[config.mk]
export PLATFORM = sky130hd
export DESIGN_NAME = vram_arbiter_flat
export DESIGN_NICKNAME = d
export VERILOG_FILES = /design/src/rtl/vram_arbiter_if.sv /design/src/rtl/vram_arbiter.sv /design/src/flat_wrapper.sv
export SDC_FILE = /design/constraint.sdc
export NUM_CORES = 1
export LEC_CHECK = 0
export ABC_AREA = 1
export CAP_MARGIN = 25
export CORE_ASPECT_RATIO = 0.8
export CORE_MARGIN = 5
export CORE_UTILIZATION = 50
export DETAILED_ROUTE_END_ITERATION = 8
export HOLD_SLACK_MARGIN = 0.1
export PLACE_DENSITY_LB_ADDON = 0.1
export SLEW_MARGIN = 10
export SYNTH_ARGS = -nofsm -noshare
export SYNTH_HDL_FRONTEND = slang
export SYNTH_SLANG_ARGS = --single-unit
[constraint.sdc]
create_clock -name pixel_clk -period 6.8 [get_ports pixel_clk]
set_clock_uncertainty 0.05 [all_clocks]
set_input_delay 1.02 -clock pixel_clk [delete_from_list [all_inputs] [get_ports pixel_clk]]
set_output_delay 1.02 -clock pixel_clk [all_outputs]
set_load 0.01 [all_outputs]
[src/rtl/vram_arbiter_if.sv]
// ============================================================================
//  Module      : vram_arbiter_if
//  Description : Bus bundle between the VRAM arbiter, the scan-out timing,
//                the image loader and the video RAM port. stall_cnt exists
//                only when VRAM_ARB_STATS_EN is defined.
//  Revision    : 1.0 - initial release
// ============================================================================
`default_nettype none

interface vram_arbiter_if #(
    parameter int AW = 11,
    parameter int DW = 8
);
    logic          active;
    logic [AW-1:0] rd_addr;
    logic          frame_start;
    logic          wr_valid;
    logic [AW-1:0] wr_addr;
    logic [DW-1:0] wr_data;
    logic          wr_ready;
    logic [AW-1:0] ram_ad;
    logic [DW-1:0] ram_din;
    logic          ram_wre;
    logic          busy;
`ifdef VRAM_ARB_STATS_EN
    logic [15:0]   stall_cnt;
`endif

    // Arbiter side
    modport slave (
        input  active, rd_addr, frame_start, wr_valid, wr_addr, wr_data,
        output wr_ready, ram_ad, ram_din, ram_wre, busy
`ifdef VRAM_ARB_STATS_EN
        , output stall_cnt
`endif
    );

    // Environment side (timing generator, loader, RAM)
    modport master (
        output active, rd_addr, frame_start, wr_valid, wr_addr, wr_data,
        input  wr_ready, ram_ad, ram_din, ram_wre, busy
`ifdef VRAM_ARB_STATS_EN
        , input stall_cnt
`endif
    );
endinterface

`default_nettype wire

[src/rtl/vram_arbiter.sv]
// ============================================================================
//  Module      : vram_arbiter
//  Description : Single-port VRAM arbiter: scan-out reads own the RAM while
//                the display window is open, queued writes drain in blanking.
//                Optional macro VRAM_ARB_STATS_EN adds the stall_cnt counter.
//  Revision    : 1.0 - initial release
// ============================================================================
`default_nettype none

module vram_arbiter #(
    parameter int AW    = 11,
    parameter int DW    = 8,
    parameter int DEPTH = 4
) (
    input  wire logic    pixel_clk,
    input  wire logic    rst,
    vram_arbiter_if.slave bus
);

    localparam int c_IW = $clog2(DEPTH);
    localparam int c_PW = c_IW + 1;
    localparam int c_EW = AW + DW;
    localparam logic [c_PW-1:0] c_PTR_ONE = {{(c_PW-1){1'b0}}, 1'b1};

    typedef enum logic [1:0] {
        ST_DISP  = 2'd0,
        ST_GAP   = 2'd1,
        ST_DRAIN = 2'd2
    } state_t;

    state_t          r_state;
    state_t          w_state_nxt;

    logic [c_PW-1:0] r_wptr;
    logic [c_PW-1:0] r_rptr;
    logic [c_EW-1:0] r_mem [DEPTH];

    logic [AW-1:0]   r_ram_ad;
    logic [DW-1:0]   r_ram_din;
    logic            r_ram_wre;

    logic            w_full;
    logic            w_empty;
    logic            w_ready;
    logic            w_push;
    logic            w_pop;
    logic [c_EW-1:0] w_head;
    logic [AW-1:0]   w_ad_nxt;
    logic [DW-1:0]   w_din_nxt;
    logic            w_wre_nxt;

    // ------------------------------------------------------------------------
    // Write FIFO: one extra pointer bit separates full from empty
    // ------------------------------------------------------------------------
    assign w_empty = (r_wptr == r_rptr);
    assign w_full  = (r_wptr[c_PW-1] != r_rptr[c_PW-1]) &&
                     (r_wptr[c_IW-1:0] == r_rptr[c_IW-1:0]);
    assign w_ready = rst && !w_full;
    assign w_push  = bus.wr_valid && w_ready;
    assign w_head  = r_mem[r_rptr[c_IW-1:0]];

    always_ff @(posedge pixel_clk or negedge rst) begin
        if (!rst) begin
            r_wptr <= '0;
            r_rptr <= '0;
        end else begin
            if (w_push) begin
                r_wptr <= r_wptr + c_PTR_ONE;
            end
            if (w_pop) begin
                r_rptr <= r_rptr + c_PTR_ONE;
            end
        end
    end

    // Storage needs no reset; reset empties the FIFO through the pointers
    always_ff @(posedge pixel_clk) begin
        if (w_push) begin
            r_mem[r_wptr[c_IW-1:0]] <= {bus.wr_addr, bus.wr_data};
        end
    end

    // ------------------------------------------------------------------------
    // Arbitration state machine
    // ------------------------------------------------------------------------
    always_ff @(posedge pixel_clk or negedge rst) begin
        if (!rst) begin
            r_state <= ST_DISP;
        end else begin
            r_state <= w_state_nxt;
        end
    end

    always_comb begin
        w_state_nxt = r_state;
        w_pop       = 1'b0;
        w_ad_nxt    = r_ram_ad;
        w_din_nxt   = r_ram_din;
        w_wre_nxt   = 1'b0;
        // An open window always wins, even mid-drain: no pop on that edge
        if (bus.active) begin
            w_state_nxt = ST_DISP;
            w_ad_nxt    = bus.rd_addr;
        end else begin
            case (r_state)
                ST_DISP: begin
                    w_state_nxt = ST_GAP;
                end
                ST_GAP: begin
                    w_state_nxt = ST_DRAIN;
                end
                ST_DRAIN: begin
                    w_state_nxt = ST_DRAIN;
                    if (!w_empty) begin
                        w_pop     = 1'b1;
                        w_ad_nxt  = w_head[c_EW-1:DW];
                        w_din_nxt = w_head[DW-1:0];
                        w_wre_nxt = 1'b1;
                    end
                end
                default: begin
                    w_state_nxt = ST_DISP;
                end
            endcase
        end
    end

    always_ff @(posedge pixel_clk or negedge rst) begin
        if (!rst) begin
            r_ram_ad  <= '0;
            r_ram_din <= '0;
            r_ram_wre <= 1'b0;
        end else begin
            r_ram_ad  <= w_ad_nxt;
            r_ram_din <= w_din_nxt;
            r_ram_wre <= w_wre_nxt;
        end
    end

    assign bus.wr_ready = w_ready;
    assign bus.ram_ad   = r_ram_ad;
    assign bus.ram_din  = r_ram_din;
    assign bus.ram_wre  = r_ram_wre;
    assign bus.busy     = !w_empty || r_ram_wre;

`ifdef VRAM_ARB_STATS_EN
    logic [15:0] r_stall_cnt;

    // Frame start clears even when a stall lands on the same cycle
    always_ff @(posedge pixel_clk or negedge rst) begin
        if (!rst) begin
            r_stall_cnt <= 16'h0000;
        end else if (bus.frame_start) begin
            r_stall_cnt <= 16'h0000;
        end else if (bus.wr_valid && !w_ready && (r_stall_cnt != 16'hFFFF)) begin
            r_stall_cnt <= r_stall_cnt + 16'h0001;
        end
    end

    assign bus.stall_cnt = r_stall_cnt;
`endif

endmodule

`default_nettype wire

[src/flat_wrapper.sv]
// flat-port wrapper written by rule: the top's interface ports become plain ports
module vram_arbiter_flat 
#(
    parameter int AW    = 11,
    parameter int DW    = 8,
    parameter int DEPTH = 4
)
  (pixel_clk, rst, bus_active, bus_rd_addr, bus_frame_start, bus_wr_valid, bus_wr_addr, bus_wr_data, bus_wr_ready, bus_ram_ad, bus_ram_din, bus_ram_wre, bus_busy);
  vram_arbiter_if #(.AW(AW), .DW(DW)) bus_i ();
  input  wire logic pixel_clk;
  input  wire logic rst;
  input wire logic [$bits(bus_i.active)-1:0] bus_active;
  input wire logic [$bits(bus_i.rd_addr)-1:0] bus_rd_addr;
  input wire logic [$bits(bus_i.frame_start)-1:0] bus_frame_start;
  input wire logic [$bits(bus_i.wr_valid)-1:0] bus_wr_valid;
  input wire logic [$bits(bus_i.wr_addr)-1:0] bus_wr_addr;
  input wire logic [$bits(bus_i.wr_data)-1:0] bus_wr_data;
  output wire logic [$bits(bus_i.wr_ready)-1:0] bus_wr_ready;
  output wire logic [$bits(bus_i.ram_ad)-1:0] bus_ram_ad;
  output wire logic [$bits(bus_i.ram_din)-1:0] bus_ram_din;
  output wire logic [$bits(bus_i.ram_wre)-1:0] bus_ram_wre;
  output wire logic [$bits(bus_i.busy)-1:0] bus_busy;
  assign bus_i.active = bus_active;
  assign bus_i.rd_addr = bus_rd_addr;
  assign bus_i.frame_start = bus_frame_start;
  assign bus_i.wr_valid = bus_wr_valid;
  assign bus_i.wr_addr = bus_wr_addr;
  assign bus_i.wr_data = bus_wr_data;
  assign bus_wr_ready = bus_i.wr_ready;
  assign bus_ram_ad = bus_i.ram_ad;
  assign bus_ram_din = bus_i.ram_din;
  assign bus_ram_wre = bus_i.ram_wre;
  assign bus_busy = bus_i.busy;
  vram_arbiter #(.AW(AW), .DW(DW), .DEPTH(DEPTH)) u_core (.pixel_clk(pixel_clk), .rst(rst), .bus(bus_i));
endmodule
Word level (Yosys, flattened, before mapping)
Memories as Yosys holds them, arrays and structs flattened.
Index checks and enable logic that the tools add are counted.
{"block": "word_totals", "reg_bits": 28, "memories": 1, "ram_bits": 76, "output_inout_bits": 22, "wordCells": 38}
{"name": "u_core.r_mem", "depth": 4, "width": 19, "read_ports": 1, "rd_clocked_by_memory_dff": 0, "wr": 1, "line": "vram_arbiter.sv:36", "rtl": "logic [c_EW-1:0] r_mem [DEPTH];"}
{"block": "classes", "addsub": 2, "n_eq_ne": 6, "bitwise_logic": 2, "muxes": 10, "n_reduce_logical": 11}
{"operator": "11-bit 2-to-1 mux", "n": 3}
{"operator": "3-bit by 1-bit adder with 3-bit output (second input constant)", "n": 2}
{"operator": "1-bit 2-to-1 mux", "n": 5}
{"operator": "2-bit case mux with 2 select lines", "n": 1}
{"operator": "3-bit == test", "n": 1}
{"operator": "1-bit logical AND", "n": 3}
{"operator": "3-bit AND reduction", "n": 1}
{"operator": "2-bit by 1-bit == test with 1-bit output (second input constant)", "n": 1}
{"operator": "2-bit == test", "n": 1}
{"operator": "2-bit == test (second input constant)", "n": 1}
{"operator": "1-bit logical NOT", "n": 2}
{"operator": "2-bit logical NOT", "n": 1}
{"operator": "2-bit 2-to-1 mux", "n": 1}
{"operator": "2-bit != test (second input constant)", "n": 1}
{"operator": "1-bit inverter", "n": 2}
{"operator": "2-bit AND reduction", "n": 1}
{"operator": "2-bit nonzero test", "n": 1}
{"operator": "2-bit OR reduction", "n": 1}
{"operator": "1-bit logical OR", "n": 1}
{"operator": "1-bit != test", "n": 1}

Longest topological paths before layout
Gate-level depths: netlist of run 1.
{"block": "depth", "depth_word": 7, "mapped_depth": 8, "depth_no_buf": 7}

Worst setup path after synthesis of run 1
No wires, ideal clock.
{"block": "synth_timing", "path_type": "input port to flip-flop", "start": "in bus_wr_valid", "end": "mem u_core.r_mem[0][0] (netlist bit), enable pin", "arrival_time_ns": 1.974, "setup_ns": 0.395, "slack_ns": 4.381, "required_ns": 6.355, "stages": 2, "path_buffers": 0, "path_cell_list": "nand3_2 -> nor2_1"}
{"block": "synth_via", "elab_chain_len": 3}
{"element": "start: declaration", "line": "flat_wrapper.sv:15", "rtl": "input wire logic [$bits(bus_i.wr_valid)-1:0] bus_wr_valid;"}
{"element": "1-bit logical AND", "line": "vram_arbiter.sv:59", "rtl": "assign w_push = bus.wr_valid && w_ready;"}
{"element": "1-bit 2-to-1 mux", "line": "vram_arbiter.sv:78", "rtl": "if (w_push) begin"}
{"element": "1-bit 2-to-1 mux (not written as such)", "line": "vram_arbiter.sv:79", "rtl": "r_mem[r_wptr[c_IW-1:0]] <= {bus.wr_addr, bus.wr_data};"}
{"element": "end: declaration", "line": "vram_arbiter.sv:36"}
Every way passes these cells.

Final worst setup path of run 1
{"block": "layout_timing", "start": "reg u_core.r_rptr[0]", "end": "out bus_busy"}
{"block": "layout_via", "elab_chain_len": 3}
{"element": "start: declaration", "line": "vram_arbiter.sv:35", "rtl": "logic [c_PW-1:0] r_rptr;"}
{"element": "start signal: assignment", "line": "vram_arbiter.sv:71", "rtl": "r_rptr <= r_rptr + c_PTR_ONE;"}
{"element": "3-bit == test", "line": "vram_arbiter.sv:55", "rtl": "assign w_empty = (r_wptr == r_rptr);"}
{"element": "1-bit logical NOT"}
{"element": "1-bit logical OR", "line": "vram_arbiter.sv:144", "rtl": "assign bus.busy = !w_empty || r_ram_wre;"}
{"element": "end: declaration", "line": "flat_wrapper.sv:22", "rtl": "output wire logic [$bits(bus_i.busy)-1:0] bus_busy;"}
Every way passes these cells.

==> results.json, run 1 <==
{
  "status": "finished, final reports clean",
  "wirelength_um": 9210,
  "post-route-period-util_pct": 54.3,
  "synthDistinctLibCells": 18,
  "p_switching_uw": 722,
  "antenna_found_initial": 0,
  "reg2reg_to": "u_core.r_mem[2][16]",
  "synth-compound-area-share_pct": 0,
  "dp_hpwl_um": 5690,
  "vdd_drop_max_mv": 0.167,
  "post_drt_wl_per_cell_um": 15.1,
  "pwr-share-seq_pct": 41.9,
  "antenna_cells": 0,
  "die_w_um": 116,
  "synth-seq-cells": 104,
  "layout.cells.non_filler": 610,
  "synthMuxAreaShare_pct": 0,
  "worstPathArrival_ns": 2.63,
  "dieArea_um2": 11000,
  "path_clk_slew_ns": 0.07,
  "holdPathStages": 2,
  "multi_input_area_um2": 1220,
  "total_power_uw": 2050,
  "leakage_uw": 0.00238,
  "yosysSeqAreaShare_pct": 66.4,
  "track_usage_pct": 17.8,
  "cp-start-kind": "register",
  "yosys_warnings": 0,
  "synth_fa_ha_area_share_pct": 1.95,
  "syn_nets": 480,
  "io_pins": 57,
  "ff_latch_area_um2": 2980,
  "whs_ns": 0.423,
  "first_iter_violations": 269,
  "clock_path_buffers": 2,
  "hold_viol_final": 0,
  "ff2ff_setup_slack_ns": 4.42,
  "nNetsFinal": 532,
  "gp_congestion": 0.819,
  "cp-end-kind": "output port",
  "p_sw_share_pct": 35.2,
  "post_cts_buffers": 0,
  "timing.rr.start": "u_core.r_rptr[0]",
  "grt_first_pass_wirelength_um": 14800,
  "p_comb_share_pct": 33.1,
  "synthSimpleGateAreaFrac_pct": 24.7,
  "globalRouteOverflowTotal": 0,
  "cts-htree-levels": 3,
  "grt_start_max_net_pins": 42,
  "clkPwrFrac_pct": 25.0,
  "finalSetupViolCount": 0,
  "die_h_um": 94.8,
  "synthXorXnorAreaFrac_pct": 0.585,
  "rsz0062_at_grt": "false",
  "worstSetupEndpoint": "bus_busy",
  "fmax_ghz": 0.271,
  "synthesis.area_um2": 4490,
  "rows": 31,
  "viasPerCell": 5.03,
  "postRouteAntennaNets": 0,
  "synth_top_family_by_area": "simple AND/OR/NAND/NOR gates",
  "insertion_delay_ns": 0.34,
  "start_util_pct": 50.4,
  "cts.repair.resized": 0,
  "critPathRequiredTime_ns": 5.73,
  "netlist_instances": 438,
  "reg2reg_depth": 7,
  "fill_cells": 788,
  "drtPass1Iterations": 4,
  "hold_buffers": 0,
  "min_path_type": "reg -> reg",
  "clkSinkCount": 104,
  "slew_headroom_pct": 54.2,
  "tns_ns": 0,
  "vias": 3066,
  "drc": 0,
  "synth_area_per_cell_um2": 10.3,
  "power_density_nw_per_um2": 378,
  "cts_root_buf": "clkbuf_16",
  "core-area_um2": 8920,
  "slew_violations": 0,
  "tritoncts": "yes",
  "crit_path_start": "u_core.r_rptr[0]",
  "dp_cells": 594,
  "grt_pass1_vias": 2877,
  "crit_type": "reg -> out",
  "max_cap_violations": 0,
  "worst_pin_slew_ns": 0.686,
  "io_buffers": 55,
  "path_max_fanout": 40,
  "drive_above_1_share_pct": 6.26,
  "p_int_uw": 1330,
  "layout_min_cycle_time_ns": 3.70,
  "cts_buffers": 9,
  "area_growth_pct": 21.1
}
[critical path, cell delays in order (launching register included)]
cell,delay [ns]
dfrtp_1,0.39
inv_2,0.51
nand2_1,0.11
nand2_1,0.14
nand3_2,0.29
or2_2,0.38
clkdlybuf4s50_1,0.48
[power by group through the flow]
stage | sequential, uW | clock (uW) | combinational [uW]
2_1_floorplan | 895 | 0 | 399
3_3_place_gp | 871 | 0 | 673
4_1_cts | 863 | 523 | 684
3_5_place_dp | 876 | 0 | 681
6_report | 861 | 513 | 679
5_1_grt | 877 | 549 | 765
[per-stage QoR]
step | area, um2 | util, % | setup slack [ns]
after global routing | 5440 | 61.0 | 2.89
after detailed placement | 5130 | 57.5 | 3.12
after global placement | 5130 | 57.5 | 3.14
after CTS | 5440 | 61.0 | 3.10
after floorplan | 4490 | - | 4.38
final | 5440 | 61.0 | 3.10
[layout make-up]
type	instances	area share [%]
Sequential cell	104	54.8
Tap cell	115	2.65
Clock buffer	9	4.14
Timing Repair Buffer	62	11.1
Clock inverter	7	1.50
Multi-Input combinational cell	265	22.5
Inverter	48	3.31
[synth_stat cells]
master / number / area [um2]
nor2_1: 6 / 22.5
buf_2: 11 / 55.1
buf_6: 1 / 11.3
buf_4: 2 / 15.0
or2_2: 2 / 12.5
nand2_1: 157 / 589
inv_2: 3 / 11.3
nand4_1: 15 / 93.8
xor2_1: 2 / 17.5
ha_1: 7 / 87.6
inv_1: 45 / 169
xnor2_1: 1 / 8.76
nand3_1: 72 / 360
clkbuf_1: 5 / 18.8
nand3_2: 3 / 30.0
dfrtp_1: 28 / 701
buf_1: 2 / 7.51
edfxtp_1: 76 / 2280
[routing by layer]
layer  GRT usage [%]  wire, um
met1            24.6      4240
met2            28.5      4380
met3            4.42       548
met4            4.44        38
met5               0         0
[flip-flops by register name (all words and copies together) (netlist names)]
signal,flops
u_core.r_state,2
u_core.bus.ram_din,8
u_core.r_wptr,3
u_core.bus.ram_ad,11
u_core.r_mem,76
u_core.r_rptr,3
u_core.bus.ram_wre,1
[kinds of logic (layout without fill, tap and decap cells)]
kind of cell | Yosys count | count (layout)
adder cells (fa/ha/maj) | 7 | 7
buffers and inverters | 69 | 126
XOR/XNOR | 3 | 3
AND/OR/NAND/NOR | 255 | 255
flip-flops | 104 | 104
[cells in the final DEF (no fill, tap or decap)]
cell type	netlist	routed
clkinv_4	0	1
nand3_1	72	72
nand3_2	3	3
xor2_1	2	2
or2_2	2	2
nand2_1	157	157
inv_1	45	45
edfxtp_1	76	76
nand4_1	15	15
clkdlybuf4s50_1	0	55
nor2_1	6	6
buf_4	2	7
inv_2	3	3
dfrtp_1	28	28
inv_8	0	2
inv_6	0	2
xnor2_1	1	1
ha_1	7	7
clkbuf_16	0	9
clkinv_8	0	2
[worst min path at each step]
stage,from,to,slack (ns)
finish,u_core.bus.ram_din[2],u_core.bus.ram_din[2],0.42
global route,u_core.bus.ram_din[1],u_core.bus.ram_din[1],0.44
CTS,u_core.bus.ram_din[0],u_core.bus.ram_din[0],0.43
detailed placement,u_core.bus.ram_din[0],u_core.bus.ram_din[0],0.41
global placement,u_core.bus.ram_din[1],u_core.bus.ram_din[1],0.41
floorplan,u_core.bus.ram_din[0],u_core.bus.ram_din[0],0.46
Power figures use the tool's default switching activity.
==> run 2: changes to the inputs <==
Clock period 6.8 ns to 3.9 ns, I/O delays scaled along.
==> run 2 against run 1 <==
Clock-buffer cell count stayed put. Wire length up 1.3%. Die area did not move. First-iteration DRC count fell by 51%.
==> results.json, run 2 (synthesized netlist as in run 1, its figures left out) <==
{
  "drc": 0,
  "leakage_uw": 0.00239,
  "pre_cts_slack_ns": 1.34,
  "die_h_um": 94.8,
  "reg2reg_to": "u_core.r_mem[2][9]",
  "rows": 31,
  "grt_pass1_vias": 2958,
  "post_drt_wl_per_cell_um": 15.2,
  "slew_headroom_pct": 65.0,
  "io_pins": 57,
  "viasPerCell": 5.01,
  "max_stage_delay_ns": 0.48,
  "fmax_ghz": 0.351,
  "globalRouteOverflowTotal": 0,
  "start_util_pct": 50.4,
  "grt_first_pass_wirelength_um": 15200,
  "layout_min_cycle_time_ns": 2.85,
  "clock_path_buffers": 2,
  "tns_ns": 0,
  "post-route-period-util_pct": 73.0,
  "clkSinkCount": 104,
  "vdd_drop_max_mv": 0.430,
  "power_density_nw_per_um2": 659,
  "cts_root_buf": "clkbuf_16",
  "crit_slowest_cell": "clkdlybuf4s50_1",
  "crit_type": "reg -> out",
  "dp_hpwl_um": 5790,
  "cts.repair.resized": 0,
  "worst_pin_slew_ns": 0.525,
  "track_usage_pct": 18.4,
  "max_cap_violations": 0,
  "path_clk_slew_ns": 0.06,
  "post_dp_cell_area_um2": 5150,
  "min_path_type": "reg -> reg",
  "first_iter_violations": 131,
  "crit_path_start": "u_core.r_wptr[0]",
  "dieArea_um2": 11000,
  "gp_congestion": 0.792,
  "layout.cells.non_filler": 613,
  "critical_path.top_delay_family": "simple AND/OR/NAND/NOR gates",
  "core-area_um2": 8920,
  "cp.depth": 6,
  "cp-start-kind": "register",
  "post_cts_buffers": 0,
  "drtPass1Iterations": 4,
  "area_growth_pct": 21.4,
  "layout_common_cells": "nand2_1, edfxtp_1, nand3_1, clkdlybuf4s50_1, inv_1",
  "io_buffers": 55,
  "reg2reg_depth": 7,
  "final_common_cell": "nand2_1",
  "rsz0062_at_grt": "false",
  "cts_buffers": 9,
  "setup_slack_ns": 1.05,
  "crit_chain": "inv_1 -> nand2_1 -> nand2_1 -> nand3_2 -> or2_2 -> clkdlybuf4s50_1",
  "crit_buf_inv": 2,
  "cp-end-kind": "output port",
  "cp_common_cell": "nand2_1",
  "critPathRequiredTime_ns": 3.26,
  "finalSetupViolCount": 0,
  "grt_start_max_net_pins": 41,
  "hold_buffers": 0,
  "nNetsFinal": 535,
  "fill_cells": 758,
  "ff2ff_setup_slack_ns": 1.93,
  "timing.rr.start": "u_core.r_wptr[0]",
  "hold_viol_final": 0,
  "slew_violations": 0,
  "largest_register_ffs": 76,
  "die_w_um": 116,
  "antenna_cells": 0,
  "dp_cells": 597,
  "wirelength_um": 9330,
  "postRouteAntennaNets": 0,
  "final_cell_area_um2": 5460,
  "cts-htree-levels": 3,
  "status": "finished, final reports clean",
  "drive_above_1_share_pct": 6.83,
  "tritoncts": "yes",
  "insertion_delay_ns": 0.34,
  "worstPathArrival_ns": 2.21,
  "vias": 3069,
  "antenna_found_initial": 0,
  "path_max_fanout": 14,
  "worstSetupEndpoint": "bus_busy"
}
run 2: through the flow:
step,hold WS (ns),utilization [%],total power (uW)
6_report,0.423,61.2,3590
5_1_grt,0.455,61.2,3820
4_1_cts,0.429,61.2,3630
3_5_place_dp,0.412,57.8,2730
3_3_place_gp,0.404,57.8,2700
2_1_floorplan,0.239,-,2260
run 2: power breakdown:
| part | total, uW | internal, uW | switching (uW) | leakage [uW] |
|---|---|---|---|---|
| Clock | 894 | 504 | 390 | 0.000148 |
| Combinational | 1200 | 469 | 727 | 0.00120 |
| Sequential | 1500 | 1400 | 102 | 0.00104 |
run 2: final cells by class:
type,count,area (um2),area share (%)
multi-input combinational,265,1220,22.4
clock inverter,7,76.3,1.40
sequential,104,2980,54.7
clock buffer,9,225,4.13
inverter,48,180,3.30
tap,115,144,2.64
timing repair buffer,65,626,11.5
run 2: tightest hold or removal path, stage by stage (launching register included):
cell	delay [ns]
dfrtp_1	0.35
nand2_1	0.05
nand2_1	0.04
run 2: worst min path at each step:
stage	slack (ns)	from	to	cells past startpoint
floorplan	0.24	rst	u_core.bus.ram_ad[0]	0
global placement	0.40	u_core.bus.ram_din[2]	u_core.bus.ram_din[2]	2
detailed placement	0.41	u_core.bus.ram_din[2]	u_core.bus.ram_din[2]	2
CTS	0.43	u_core.bus.ram_din[2]	u_core.bus.ram_din[2]	2
global route	0.45	u_core.bus.ram_din[1]	u_core.bus.ram_din[1]	2
finish	0.42	u_core.bus.ram_din[2]	u_core.bus.ram_din[2]	2
run 2: routing by layer:
metal / vias to the layer above / routed length, um / track usage (%) / share of wire, %
li1: 1553 / - / - / -
met1: 1434 / 4160 / 25.2 / 45
met2: 72 / 4560 / 29.2 / 49
met3: 10 / 490 / 4.36 / 5.3
met4: 0 / 115 / 6.18 / 1.2
met5: - / 0 / 0 / 0
==> run 3: changes to the inputs <==
Clock period 3.9 ns to 2.8 ns, I/O delays scaled along.
==> run 3 against run 2 <==
Final cell count increased by 0.49%. Utilization about the same. Sequential power rose by 39%. Sequential share of layout area barely moved. Flip-flop and latch count unchanged. Combinational power is 41% higher. Final area barely moved. Register-to-register slack worse by 1.1 ns. Non-clock buffer count grew 3. First-iteration DRC count is 62% higher. Largest cell class unchanged. Critical path depth grew 1.
==> results.json, run 3 (synthesized netlist as in run 1, its figures left out) <==
{
  "status": "finished, final reports clean",
  "setup_slack_ns": 0.358,
  "antenna_found_initial": 0,
  "cts.repair.resized": 0,
  "rsz0062_at_grt": "false",
  "dieArea_um2": 11000,
  "leakage_uw": 0.00240,
  "rows": 31,
  "io_buffers": 55,
  "critPathRequiredTime_ns": 2.33,
  "max_cap_violations": 0,
  "fmax_ghz": 0.409,
  "insertion_delay_ns": 0.33,
  "track_usage_pct": 17.5,
  "tns_ns": 0,
  "final_cell_area_um2": 5460,
  "largest_register_ffs": 76,
  "post-route-period-util_pct": 87.2,
  "finalSetupViolCount": 0,
  "crit_type": "reg -> out",
  "dp_hpwl_um": 5800,
  "layout.cells.non_filler": 616,
  "cp-start-kind": "register",
  "drtPass1Iterations": 4,
  "hold_buffers": 0,
  "pre_cts_slack_ns": 0.669,
  "vias": 3041,
  "die_w_um": 116,
  "nNetsFinal": 538,
  "layout_min_cycle_time_ns": 2.44,
  "clkSinkCount": 104,
  "area_growth_pct": 21.5,
  "tritoncts": "yes",
  "grt_first_pass_wirelength_um": 14600,
  "io_pins": 57,
  "hold_viol_final": 0,
  "viasPerCell": 4.94,
  "worstPathArrival_ns": 1.97,
  "postRouteAntennaNets": 0,
  "post_drt_wl_per_cell_um": 14.5,
  "slew_headroom_pct": 69.1,
  "cp-end-kind": "output port",
  "wirelength_um": 8940,
  "dp_cells": 600,
  "post_cts_buffers": 0,
  "globalRouteOverflowTotal": 0,
  "layout_common_cells": "nand2_1, edfxtp_1, nand3_1, clkdlybuf4s50_1, inv_1",
  "slew_violations": 0,
  "path_max_fanout": 5,
  "power_density_nw_per_um2": 904,
  "start_util_pct": 50.4,
  "first_iter_violations": 212,
  "min_path_type": "reg -> reg",
  "cts_root_buf": "clkbuf_16",
  "gp_congestion": 0.813,
  "vdd_drop_max_mv": 0.418,
  "clock_path_buffers": 2,
  "grt_start_max_net_pins": 40,
  "core-area_um2": 8920,
  "cts_buffers": 9,
  "die_h_um": 94.8,
  "final_common_cell": "nand2_1",
  "cts-htree-levels": 3,
  "path_clk_slew_ns": 0.07,
  "drive_above_1_share_pct": 7.19,
  "post_dp_cell_area_um2": 5180,
  "drc": 0,
  "grt_pass1_vias": 2881,
  "worst_pin_slew_ns": 0.464,
  "antenna_cells": 0
}
run 3: cell count changes in the layout (fill, tap and decap cells not counted), sizes merged:
cell / delta
clkinvlp: -1
clkinv: +2
clkbuf: +1
buf: +3
bufinv: -1
inv: -1
run 3: critical path: stages (launching register included):
cell and delay [ns]:
dfrtp_1 0.44, inv_1 0.12, nand2_1 0.08, nand2_1 0.09, nand3_1 0.22, nand2_1 0.10
inv_1 0.06, clkdlybuf4s50_1 0.53
run 3: stage by stage:
step | power [uW] | util (%) | hold slack [ns]
4_1_cts | 4990 | 61.2 | 0.430
3_3_place_gp | 3790 | 58.0 | 0.405
2_1_floorplan | 3140 | - | 0.0744
6_report | 4940 | 61.2 | 0.422
3_5_place_dp | 3820 | 58.0 | 0.412
5_1_grt | 5280 | 61.2 | 0.452
run 3: area by class of cell:
| type | count | area (um2) |
|---|---|---|
| Fill cell | 758 | 3460 |
| Sequential cell | 104 | 2980 |
| Multi-Input combinational cell | 265 | 1220 |
| Timing Repair Buffer | 68 | 648 |
| Clock buffer | 10 | 229 |
| Inverter | 48 | 180 |
| Tap cell | 115 | 144 |
| Clock inverter | 6 | 51.3 |
run 3: where the power goes:
part           switching (uW)  internal [uW]
Combinational            1010            676
Sequential                142           1950
Clock                     541            616
run 3: routing by layer:
| metal | vias to the layer above | part of all wire (%) | track usage, % |
|---|---|---|---|
| met5 | - | 0 | 0 |
| met4 | 0 | 0.67 | 4.35 |
| met3 | 4 | 5.6 | 4.42 |
| met2 | 70 | 45 | 26.5 |
| met1 | 1405 | 48 | 25.4 |
| li1 | 1562 | - | - |
run 3: path summary, 6_finish.rpt:
kind	slack (ns)	end	startpoint	cells past startpoint
max	0.36	bus_wr_ready	u_core.r_wptr[0]	7
min	0.42	u_core.bus.ram_din[2]	u_core.bus.ram_din[2]	2
max reg2reg	0.86	u_core.r_mem[1][6]	u_core.r_wptr[0]	7
min reg2reg	0.42	u_core.bus.ram_din[2]	u_core.bus.ram_din[2]	2
max in group asynchronous	1.98	u_core.r_rptr[1]	rst	2
min in group asynchronous	0.45	u_core.bus.ram_wre	rst	2
